--- src/rtl/multicycle_ctrl_fsm_pkg.sv ---
// ---------------------------------------------------------------------------
// ctrl_pkg
// Shared encodings for the multicycle MIPS control FSM and its output
// decoder: opcodes, state encodings, ALU operation codes and the datapath
// mux select values. No ports; imported by multicycle_ctrl_fsm and
// ctrl_out_decode.
// ---------------------------------------------------------------------------
package ctrl_pkg;

   // Opcodes (IR[31:26])
   localparam logic [5:0] OP_R    = 6'b000000;
   localparam logic [5:0] OP_J    = 6'b000010;
   localparam logic [5:0] OP_JAL  = 6'b000011;
   localparam logic [5:0] OP_BEQ  = 6'b000100;
   localparam logic [5:0] OP_BNE  = 6'b000101;
   localparam logic [5:0] OP_ADDI = 6'b001000;
   localparam logic [5:0] OP_SLTI = 6'b001010;
   localparam logic [5:0] OP_ANDI = 6'b001100;
   localparam logic [5:0] OP_ORI  = 6'b001101;
   localparam logic [5:0] OP_LW   = 6'b100011;
   localparam logic [5:0] OP_SW   = 6'b101011;

   // State encodings. 4'd14 and 4'd15 are unused and recover to S_IF.
   typedef enum logic [3:0] {
      S_IF       = 4'd0,
      S_ID       = 4'd1,
      S_MEM_ADDR = 4'd2,
      S_MEM_RD   = 4'd3,
      S_MEM_WR   = 4'd4,
      S_WB_MEM   = 4'd5,
      S_EXEC_R   = 4'd6,
      S_WB_R     = 4'd7,
      S_EXEC_I   = 4'd8,
      S_WB_I     = 4'd9,
      S_BRANCH   = 4'd10,
      S_JUMP     = 4'd11,
      S_JAL      = 4'd12,
      S_TRAP     = 4'd13
   } state_t;

   // ALU operation codes (zero-extended to ALUOP_W at the port)
   localparam logic [2:0] ALU_ADD   = 3'b000;
   localparam logic [2:0] ALU_SUB   = 3'b001;
   localparam logic [2:0] ALU_FUNCT = 3'b010;
   localparam logic [2:0] ALU_AND   = 3'b011;
   localparam logic [2:0] ALU_OR    = 3'b100;
   localparam logic [2:0] ALU_SLT   = 3'b101;

   // pc_src
   localparam logic [1:0] PC_SRC_ALU    = 2'b00;
   localparam logic [1:0] PC_SRC_ALUOUT = 2'b01;
   localparam logic [1:0] PC_SRC_JUMP   = 2'b10;

   // alu_src_b
   localparam logic [1:0] SRCB_RT      = 2'b00;
   localparam logic [1:0] SRCB_FOUR    = 2'b01;
   localparam logic [1:0] SRCB_IMM     = 2'b10;
   localparam logic [1:0] SRCB_IMM_SH2 = 2'b11;

   // reg_dst
   localparam logic [1:0] REG_DST_RT = 2'b00;
   localparam logic [1:0] REG_DST_RD = 2'b01;
   localparam logic [1:0] REG_DST_RA = 2'b10;

   // mem_to_reg
   localparam logic [1:0] M2R_ALUOUT = 2'b00;
   localparam logic [1:0] M2R_MDR    = 2'b01;
   localparam logic [1:0] M2R_PC     = 2'b10;

   // True for the I-type logic/compare ops that use a zero-extended immediate.
   function automatic logic is_zext_op(input logic [5:0] op);
      return (op == OP_ANDI) || (op == OP_ORI);
   endfunction

endpackage

--- src/rtl/multicycle_ctrl_fsm_out_decode.sv ---
// ---------------------------------------------------------------------------
// ctrl_out_decode
// Moore output decoder for the multicycle control FSM. Purely combinational:
// control values are a function of the registered state, plus the current op
// for the per-state sub-selects (EXEC_I/WB_I/BRANCH) and mem_ready for the
// IF-stage PC/IR write enables.
// Ports:
//   state      in  4        current FSM state
//   op         in  6        IR[31:26]
//   mem_ready  in  1        effective memory-ready (already forced for no-handshake builds)
//   pc_src .. illegal_op    out  control outputs (see multicycle_ctrl_fsm)
// ---------------------------------------------------------------------------
module ctrl_out_decode
   import ctrl_pkg::*;
#(
   parameter int ENABLE_EXT = 1,
   parameter int ALUOP_W    = 3
) (
   input  logic [3:0]         state,
   input  logic [5:0]         op,
   input  logic               mem_ready,
   output logic [1:0]         pc_src,
   output logic               alu_src_a,
   output logic [1:0]         alu_src_b,
   output logic               ext_zero,
   output logic               i_or_d,
   output logic               mem_read,
   output logic               mem_write,
   output logic               ir_write,
   output logic [1:0]         reg_dst,
   output logic [1:0]         mem_to_reg,
   output logic               reg_write,
   output logic               pc_write,
   output logic               pc_write_cond,
   output logic               pc_write_cond_ne,
   output logic [ALUOP_W-1:0] alu_op,
   output logic               illegal_op
);

   logic       ext_en;
   logic [2:0] alu_sel;

   assign ext_en = (ENABLE_EXT != 0);
   assign alu_op = ALUOP_W'(alu_sel);

   always_comb begin
      pc_src           = PC_SRC_ALU;
      alu_src_a        = 1'b0;
      alu_src_b        = SRCB_FOUR;
      ext_zero         = 1'b0;
      i_or_d           = 1'b0;
      mem_read         = 1'b0;
      mem_write        = 1'b0;
      ir_write         = 1'b0;
      reg_dst          = REG_DST_RT;
      mem_to_reg       = M2R_ALUOUT;
      reg_write        = 1'b0;
      pc_write         = 1'b0;
      pc_write_cond    = 1'b0;
      pc_write_cond_ne = 1'b0;
      alu_sel          = ALU_ADD;
      illegal_op       = 1'b0;

      case (state)
         S_IF: begin
            // PC+4 and IR only commit on the cycle the fetch completes.
            mem_read  = 1'b1;
            alu_src_b = SRCB_FOUR;
            alu_sel   = ALU_ADD;
            pc_write  = mem_ready;
            ir_write  = mem_ready;
         end
         S_ID: begin
            // Speculative branch target into ALUOut.
            alu_src_b = SRCB_IMM_SH2;
            alu_sel   = ALU_ADD;
         end
         S_MEM_ADDR: begin
            alu_src_a = 1'b1;
            alu_src_b = SRCB_IMM;
            alu_sel   = ALU_ADD;
         end
         S_MEM_RD: begin
            i_or_d   = 1'b1;
            mem_read = 1'b1;
         end
         S_MEM_WR: begin
            // Held for the whole stall; memory captures on the ready cycle.
            i_or_d    = 1'b1;
            mem_write = 1'b1;
         end
         S_WB_MEM: begin
            reg_write  = 1'b1;
            mem_to_reg = M2R_MDR;
            reg_dst    = REG_DST_RT;
         end
         S_EXEC_R: begin
            alu_src_a = 1'b1;
            alu_src_b = SRCB_RT;
            alu_sel   = ALU_FUNCT;
         end
         S_WB_R: begin
            reg_write = 1'b1;
            reg_dst   = REG_DST_RD;
         end
         S_EXEC_I: begin
            alu_src_a = 1'b1;
            alu_src_b = SRCB_IMM;
            ext_zero  = ext_en && is_zext_op(op);
            if (ext_en) begin
               case (op)
                  OP_SLTI: alu_sel = ALU_SLT;
                  OP_ANDI: alu_sel = ALU_AND;
                  OP_ORI:  alu_sel = ALU_OR;
                  default: alu_sel = ALU_ADD;
               endcase
            end
         end
         S_WB_I: begin
            // Keep the extender mode stable while the result is written back.
            reg_write  = 1'b1;
            reg_dst    = REG_DST_RT;
            mem_to_reg = M2R_ALUOUT;
            ext_zero   = ext_en && is_zext_op(op);
         end
         S_BRANCH: begin
            alu_src_a        = 1'b1;
            alu_src_b        = SRCB_RT;
            alu_sel          = ALU_SUB;
            pc_src           = PC_SRC_ALUOUT;
            pc_write_cond    = (op == OP_BEQ);
            pc_write_cond_ne = ext_en && (op == OP_BNE);
         end
         S_JUMP: begin
            pc_write = 1'b1;
            pc_src   = PC_SRC_JUMP;
         end
         S_JAL: begin
            // $31 receives the PC already advanced to PC+4 during IF.
            pc_write   = 1'b1;
            pc_src     = PC_SRC_JUMP;
            reg_write  = 1'b1;
            reg_dst    = REG_DST_RA;
            mem_to_reg = M2R_PC;
         end
         S_TRAP: begin
            illegal_op = 1'b1;
         end
         default: begin
         end
      endcase
   end

endmodule

--- src/rtl/multicycle_ctrl_fsm.sv ---
// ---------------------------------------------------------------------------
// multicycle_ctrl_fsm
// Multicycle MIPS control FSM with I-type logic/compare ops, bne/jal, a
// memory-ready stall handshake and a sticky illegal-opcode trap.
// Ports:
//   clk, reset (asynchronous, active-high)
//   op         in   IR[31:26]
//   mem_ready  in   memory access completes this cycle
//   pc_src, alu_src_a, alu_src_b, ext_zero, i_or_d, mem_read, mem_write,
//   ir_write, reg_dst, mem_to_reg, reg_write, pc_write, pc_write_cond,
//   pc_write_cond_ne, alu_op, illegal_op   out  datapath controls
//   state_o    out  current state (debug)
// ---------------------------------------------------------------------------
module multicycle_ctrl_fsm
   import ctrl_pkg::*;
#(
   parameter int ENABLE_EXT    = 1,
   parameter int HAS_MEM_READY = 1,
   parameter int ALUOP_W       = 3   // must be >= 3
) (
   input  logic               clk,
   input  logic               reset,
   input  logic [5:0]         op,
   input  logic               mem_ready,
   output logic [1:0]         pc_src,
   output logic               alu_src_a,
   output logic [1:0]         alu_src_b,
   output logic               ext_zero,
   output logic               i_or_d,
   output logic               mem_read,
   output logic               mem_write,
   output logic               ir_write,
   output logic [1:0]         reg_dst,
   output logic [1:0]         mem_to_reg,
   output logic               reg_write,
   output logic               pc_write,
   output logic               pc_write_cond,
   output logic               pc_write_cond_ne,
   output logic [ALUOP_W-1:0] alu_op,
   output logic               illegal_op,
   output logic [3:0]         state_o
);

   state_t state_reg;
   state_t state_next;
   logic   ready_eff;
   logic   ext_en;

   logic [1:0]         d_pc_src;
   logic               d_alu_src_a;
   logic [1:0]         d_alu_src_b;
   logic               d_ext_zero;
   logic               d_i_or_d;
   logic               d_mem_read;
   logic               d_mem_write;
   logic               d_ir_write;
   logic [1:0]         d_reg_dst;
   logic [1:0]         d_mem_to_reg;
   logic               d_reg_write;
   logic               d_pc_write;
   logic               d_pc_write_cond;
   logic               d_pc_write_cond_ne;
   logic [ALUOP_W-1:0] d_alu_op;
   logic               d_illegal_op;

   assign ready_eff = (HAS_MEM_READY != 0) ? mem_ready : 1'b1;
   assign ext_en    = (ENABLE_EXT != 0);
   assign state_o   = state_reg;

   always_ff @(posedge clk or posedge reset) begin
      if (reset) begin
         state_reg <= S_IF;
      end else begin
         state_reg <= state_next;
      end
   end

   always_comb begin
      state_next = S_IF;
      case (state_reg)
         S_IF:       state_next = ready_eff ? S_ID : S_IF;
         S_ID: begin
            case (op)
               OP_LW, OP_SW: state_next = S_MEM_ADDR;
               OP_R:         state_next = S_EXEC_R;
               OP_ADDI:      state_next = S_EXEC_I;
               OP_BEQ:       state_next = S_BRANCH;
               OP_J:         state_next = S_JUMP;
               OP_SLTI, OP_ANDI, OP_ORI:
                             state_next = ext_en ? S_EXEC_I : S_TRAP;
               OP_BNE:       state_next = ext_en ? S_BRANCH : S_TRAP;
               OP_JAL:       state_next = ext_en ? S_JAL : S_TRAP;
               default:      state_next = S_TRAP;
            endcase
         end
         S_MEM_ADDR: state_next = (op == OP_SW) ? S_MEM_WR : S_MEM_RD;
         S_MEM_RD:   state_next = ready_eff ? S_WB_MEM : S_MEM_RD;
         S_MEM_WR:   state_next = ready_eff ? S_IF : S_MEM_WR;
         S_WB_MEM:   state_next = S_IF;
         S_EXEC_R:   state_next = S_WB_R;
         S_WB_R:     state_next = S_IF;
         S_EXEC_I:   state_next = S_WB_I;
         S_WB_I:     state_next = S_IF;
         S_BRANCH:   state_next = S_IF;
         S_JUMP:     state_next = S_IF;
         S_JAL:      state_next = S_IF;
         S_TRAP:     state_next = S_TRAP;  // sticky until reset
         default:    state_next = S_IF;
      endcase
   end

   ctrl_out_decode #(
      .ENABLE_EXT (ENABLE_EXT),
      .ALUOP_W    (ALUOP_W)
   ) u_out_decode (
      .state            (state_reg),
      .op               (op),
      .mem_ready        (ready_eff),
      .pc_src           (d_pc_src),
      .alu_src_a        (d_alu_src_a),
      .alu_src_b        (d_alu_src_b),
      .ext_zero         (d_ext_zero),
      .i_or_d           (d_i_or_d),
      .mem_read         (d_mem_read),
      .mem_write        (d_mem_write),
      .ir_write         (d_ir_write),
      .reg_dst          (d_reg_dst),
      .mem_to_reg       (d_mem_to_reg),
      .reg_write        (d_reg_write),
      .pc_write         (d_pc_write),
      .pc_write_cond    (d_pc_write_cond),
      .pc_write_cond_ne (d_pc_write_cond_ne),
      .alu_op           (d_alu_op),
      .illegal_op       (d_illegal_op)
   );

   // Reset masks the decoder so that the IF fetch request (and any write
   // enable) cannot leak out while reset is still held.
   always_comb begin
      pc_src           = PC_SRC_ALU;
      alu_src_a        = 1'b0;
      alu_src_b        = SRCB_FOUR;
      ext_zero         = 1'b0;
      i_or_d           = 1'b0;
      mem_read         = 1'b0;
      mem_write        = 1'b0;
      ir_write         = 1'b0;
      reg_dst          = REG_DST_RT;
      mem_to_reg       = M2R_ALUOUT;
      reg_write        = 1'b0;
      pc_write         = 1'b0;
      pc_write_cond    = 1'b0;
      pc_write_cond_ne = 1'b0;
      alu_op           = '0;
      illegal_op       = 1'b0;
      if (!reset) begin
         pc_src           = d_pc_src;
         alu_src_a        = d_alu_src_a;
         alu_src_b        = d_alu_src_b;
         ext_zero         = d_ext_zero;
         i_or_d           = d_i_or_d;
         mem_read         = d_mem_read;
         mem_write        = d_mem_write;
         ir_write         = d_ir_write;
         reg_dst          = d_reg_dst;
         mem_to_reg       = d_mem_to_reg;
         reg_write        = d_reg_write;
         pc_write         = d_pc_write;
         pc_write_cond    = d_pc_write_cond;
         pc_write_cond_ne = d_pc_write_cond_ne;
         alu_op           = d_alu_op;
         illegal_op       = d_illegal_op;
      end
   end

endmodule

--- config.mk ---
export PLATFORM = sky130hd
export DESIGN_NAME = multicycle_ctrl_fsm
export DESIGN_NICKNAME = d
export VERILOG_FILES = /design/src/rtl/multicycle_ctrl_fsm_pkg.sv /design/src/rtl/multicycle_ctrl_fsm_out_decode.sv /design/src/rtl/multicycle_ctrl_fsm.sv
export SDC_FILE = /design/constraint.sdc
export NUM_CORES = 1
export LEC_CHECK = 0
export ABC_CLOCK_PERIOD_IN_PS = 3480
export BUFFER_PORTS_ARGS = -buffer_cell sky130_fd_sc_hd__buf_2
export CORE_UTILIZATION = 40
export DETAILED_ROUTE_END_ITERATION = 12
export HOLD_SLACK_MARGIN = 0.15
export MAX_ROUTING_LAYER = met4
export PLACE_DENSITY_LB_ADDON = 0.2
export SLEW_MARGIN = 20
export SYNTH_ARGS = -nofsm -noshare
export SYNTH_HDL_FRONTEND = slang
export SYNTH_SLANG_ARGS = --single-unit
--- constraint.sdc ---
create_clock -name clk -period 3.48 [get_ports clk]
set_input_delay 0.348 -clock clk [delete_from_list [all_inputs] [get_ports clk]]
set_output_delay 0.348 -clock clk [all_outputs]
set_load 0.005 [all_outputs]
==> results.md <==
- Register area share after synthesis: 13.5%
- Clock Sinks: 4
- Area grow syn2layout: 23.2%
- Port bufs: 34
- Rows: 15
- Tmin final: 2.20 ns
- Post-Syn Instances: 110
- Clock Tree Buf Depth: 2
- Number of global-route vias before repair: 715
- CP Data Required Time: 3.13 ns
- Reg2reg path depth: 4
- Cells along the critical path: dlygate4sd3_1, buf_2, nor3_2, nand4_1, nor3_1, or2_1, buf_2
- Via count: 895
- Hold crit path type: in2reg
- CP arrival: 1.85 ns
- Setup_tns: 0 ns
- RSZ-0062 raised after global routing: false
- Clk Latency, worst-skew pair: 0.25 ns
- Largest family of logic cells by synthesized area: simple AND/OR/NAND/NOR gates
- Root buffer cell: clkbuf_4
- Hold worst-path end: state_o[1]
- Ys Warns: 0
- Post-synth EDFFs: 0
- Asr flop ratio synth: 100%
- Worst Setup End Kind: primary output
- First-pass GRT wire length: 3220 um
- Post-synth cell types: 39
- Initial Utilization: 42.8%
- Core box area: 0.00173 sq mm
- Min-Delay Path Depth: 3
- Cts bufs inserted: 3
- Final core occ: 52.8%
- Outcome: finished, final reports clean
- Final worst-path cycle share: 63.3%
- # IOs: 35
- Routed WL: 1980 um
- Largest register FFs: 4
- Top_reg_cell synth: dfrtp_1
- FMAX: 0.454 GHz
- Worst path slowest cell: dlygate4sd3_1
- CTS H-tree depth: 1
- GP Congestion: 0.824
- Die area: 0.00202 sq mm
- Mapped Nets: 119
- Max cap viols: 0
- Post-Synth Simple-Gate Area: 48.6%
- Fraction of layout cells with a size suffix above 1: 29.7%
- Tot GR Track Use: 22.3%
- Worst r2r src: state_o[0]
- CTS tree: built
- Die width: 45.0 um
- Seq cells post-synth: 4
- LEAKAGE: 0.439 nW
- Max Slew Vio Count: 0
- Worst R2R End: state_o[2]
- Post-DP HPWL: 1420 um
- Ant diodes: 0
- Antenna viol nets, final: 0
- Final hold vios: 0
- Rel. slew slack: 60.6%
- Vias/cell: 5.49
- # DRC: 0
- Critical Path Start Type: input port
- Mux cell area share after synthesis: 2.71%
- Die H: 45.0 um
- Clock slew at reported path FFs: 0.03 ns
- Initial antenna violation count: 0
- DRT Pass-1 Iters: 4
- Synth Area in Compound Gates: 21.8%
- Crit-path max cell delay: 0.53 ns
- Most used cell, CP: buf_2
- Power Density: 576 mW/mm^2
- Largest net degree at the start of global routing: 21
- Fin nets: 149
- HP Start: op[4]
- Initial DRC count: 15
- Worst-Margin Slew: 0.592 ns
- Setup Crit Path Kind: in2out
- Total global routing overflow: 0
- Final setup violation count: 0
- Area of the mapped netlist: 739 sq um
- Maximum fanout along the worst path: 10
- XOR/XNOR Fraction of Synth Area: 2.37%
- Adder-cell share of the synthesized area: 0%
- Largest vdd supply drop: 247 uV
- R2r setup slk: 1.88 ns
- Syn Area/Cell: 6.72 sq um
- Clk_skew: 0.00922 ns
- Routed length per instance: 12.1 um
==> metal layers <==
metal / track usage (%) / share of wire, % / up-vias
met4: 10.9 / 2.0 / 0
met2: 35.7 / 46 / 28
li1: - / - / 455
met1: 27.6 / 48 / 407
met5: - / 0 / -
met3: 2.80 / 4.4 / 5
==> layout by cell type (no fill, tap or decap), drive strengths merged, types with 3 or more instances in the layout <==
| master | Yosys | layout |
|---|---|---|
| buf | 8 | 34 |
| nor2 | 12 | 12 |
| nor3 | 11 | 11 |
| nor2b | 9 | 9 |
| nand2 | 7 | 7 |
| o21ai | 6 | 6 |
| inv | 5 | 5 |
| and3 | 5 | 5 |
| a21oi | 4 | 4 |
| nand3 | 4 | 4 |
| dfrtp | 4 | 4 |
| nand2b | 4 | 4 |
| nor4 | 3 | 3 |
| clkbuf | 2 | 3 |
| or2 | 3 | 3 |
==> logic make-up after synthesis <==
| group | after synthesis |
|---|---|
| AO/OA/AOI/OAI | 23 |
| XOR/XNOR | 2 |
| buffers and inverters | 15 |
| flip-flops | 4 |
| multiplexers | 2 |
| AND/OR/NAND/NOR | 64 |
==> timing repair <==
| action | 4_1_cts | 5_1_grt |
|---|---|---|
| hold buffers | 1 | 0 |
| resized for setup | 0 | 0 |
| setup buffers | 0 | 0 |
| hold endpoints to repair | 4 | 0 |
==> report_power, final <==
group / internal [W] / switching (W)
Clock: 0.0000388 / 0.0000225
Combinational: 0.000153 / 0.000159
Sequential: 0.0000649 / 0.0000871
==> Yosys cell counts, types with 3 or more instances <==
cell	count	share of area, %
buf_2	5	3.4
nand3_1	4	2.7
nor3_1	10	6.8
nand2b_1	3	2.5
nand2_1	7	3.6
a21oi_1	4	2.7
nor4_1	3	2.5
o21ai_0	6	4.1
and3_1	4	3.4
inv_1	5	2.5
dfrtp_1	4	14
nor2b_1	9	7.6
nor2_1	12	6.1
==> area by class of cell <==
class / instances / area (sq um)
Inverter: 5 / 18.8
Fill cell: 190 / 816
Sequential cell: 4 / 100
Tap cell: 25 / 31.3
Timing Repair Buffer: 35 / 180
Clock buffer: 3 / 22.5
Multi-Input combinational cell: 91 / 558
==> stage by stage <==
step           worst slack [ns]  instance area (sq um)  cells  hold WS [ns]  power, W
2_1_floorplan              1.94                    739    110         0.299  0.000378
3_3_place_gp               1.63                    878    159         0.351  0.000451
3_5_place_dp               1.63                    878    159         0.348  0.000460
4_1_cts                    1.28                    911    163         0.567  0.000523
5_1_grt                    1.15                    911    163         0.575  0.000575
6_report                   1.28                    911    163         0.579  0.000525
==> worst max path at each step <==
stage	from	to	slack, ns	cells past startpoint
detailed placement	state_o[1]	alu_op[1]	1.63	4
CTS	reset	alu_op[0]	1.28	7
global route	reset	alu_op[0]	1.15	7
finish	reset	alu_op[0]	1.28	7
floorplan	state_o[0]	pc_write	1.94	5
global placement	state_o[0]	pc_write	1.63	5
==> critical path: cells and delay by family <==
kind	cells	cell delay, ns
buffers and inverters	3	0.81
AND/OR/NAND/NOR	4	0.70
(Power assumes the default switching activity.)
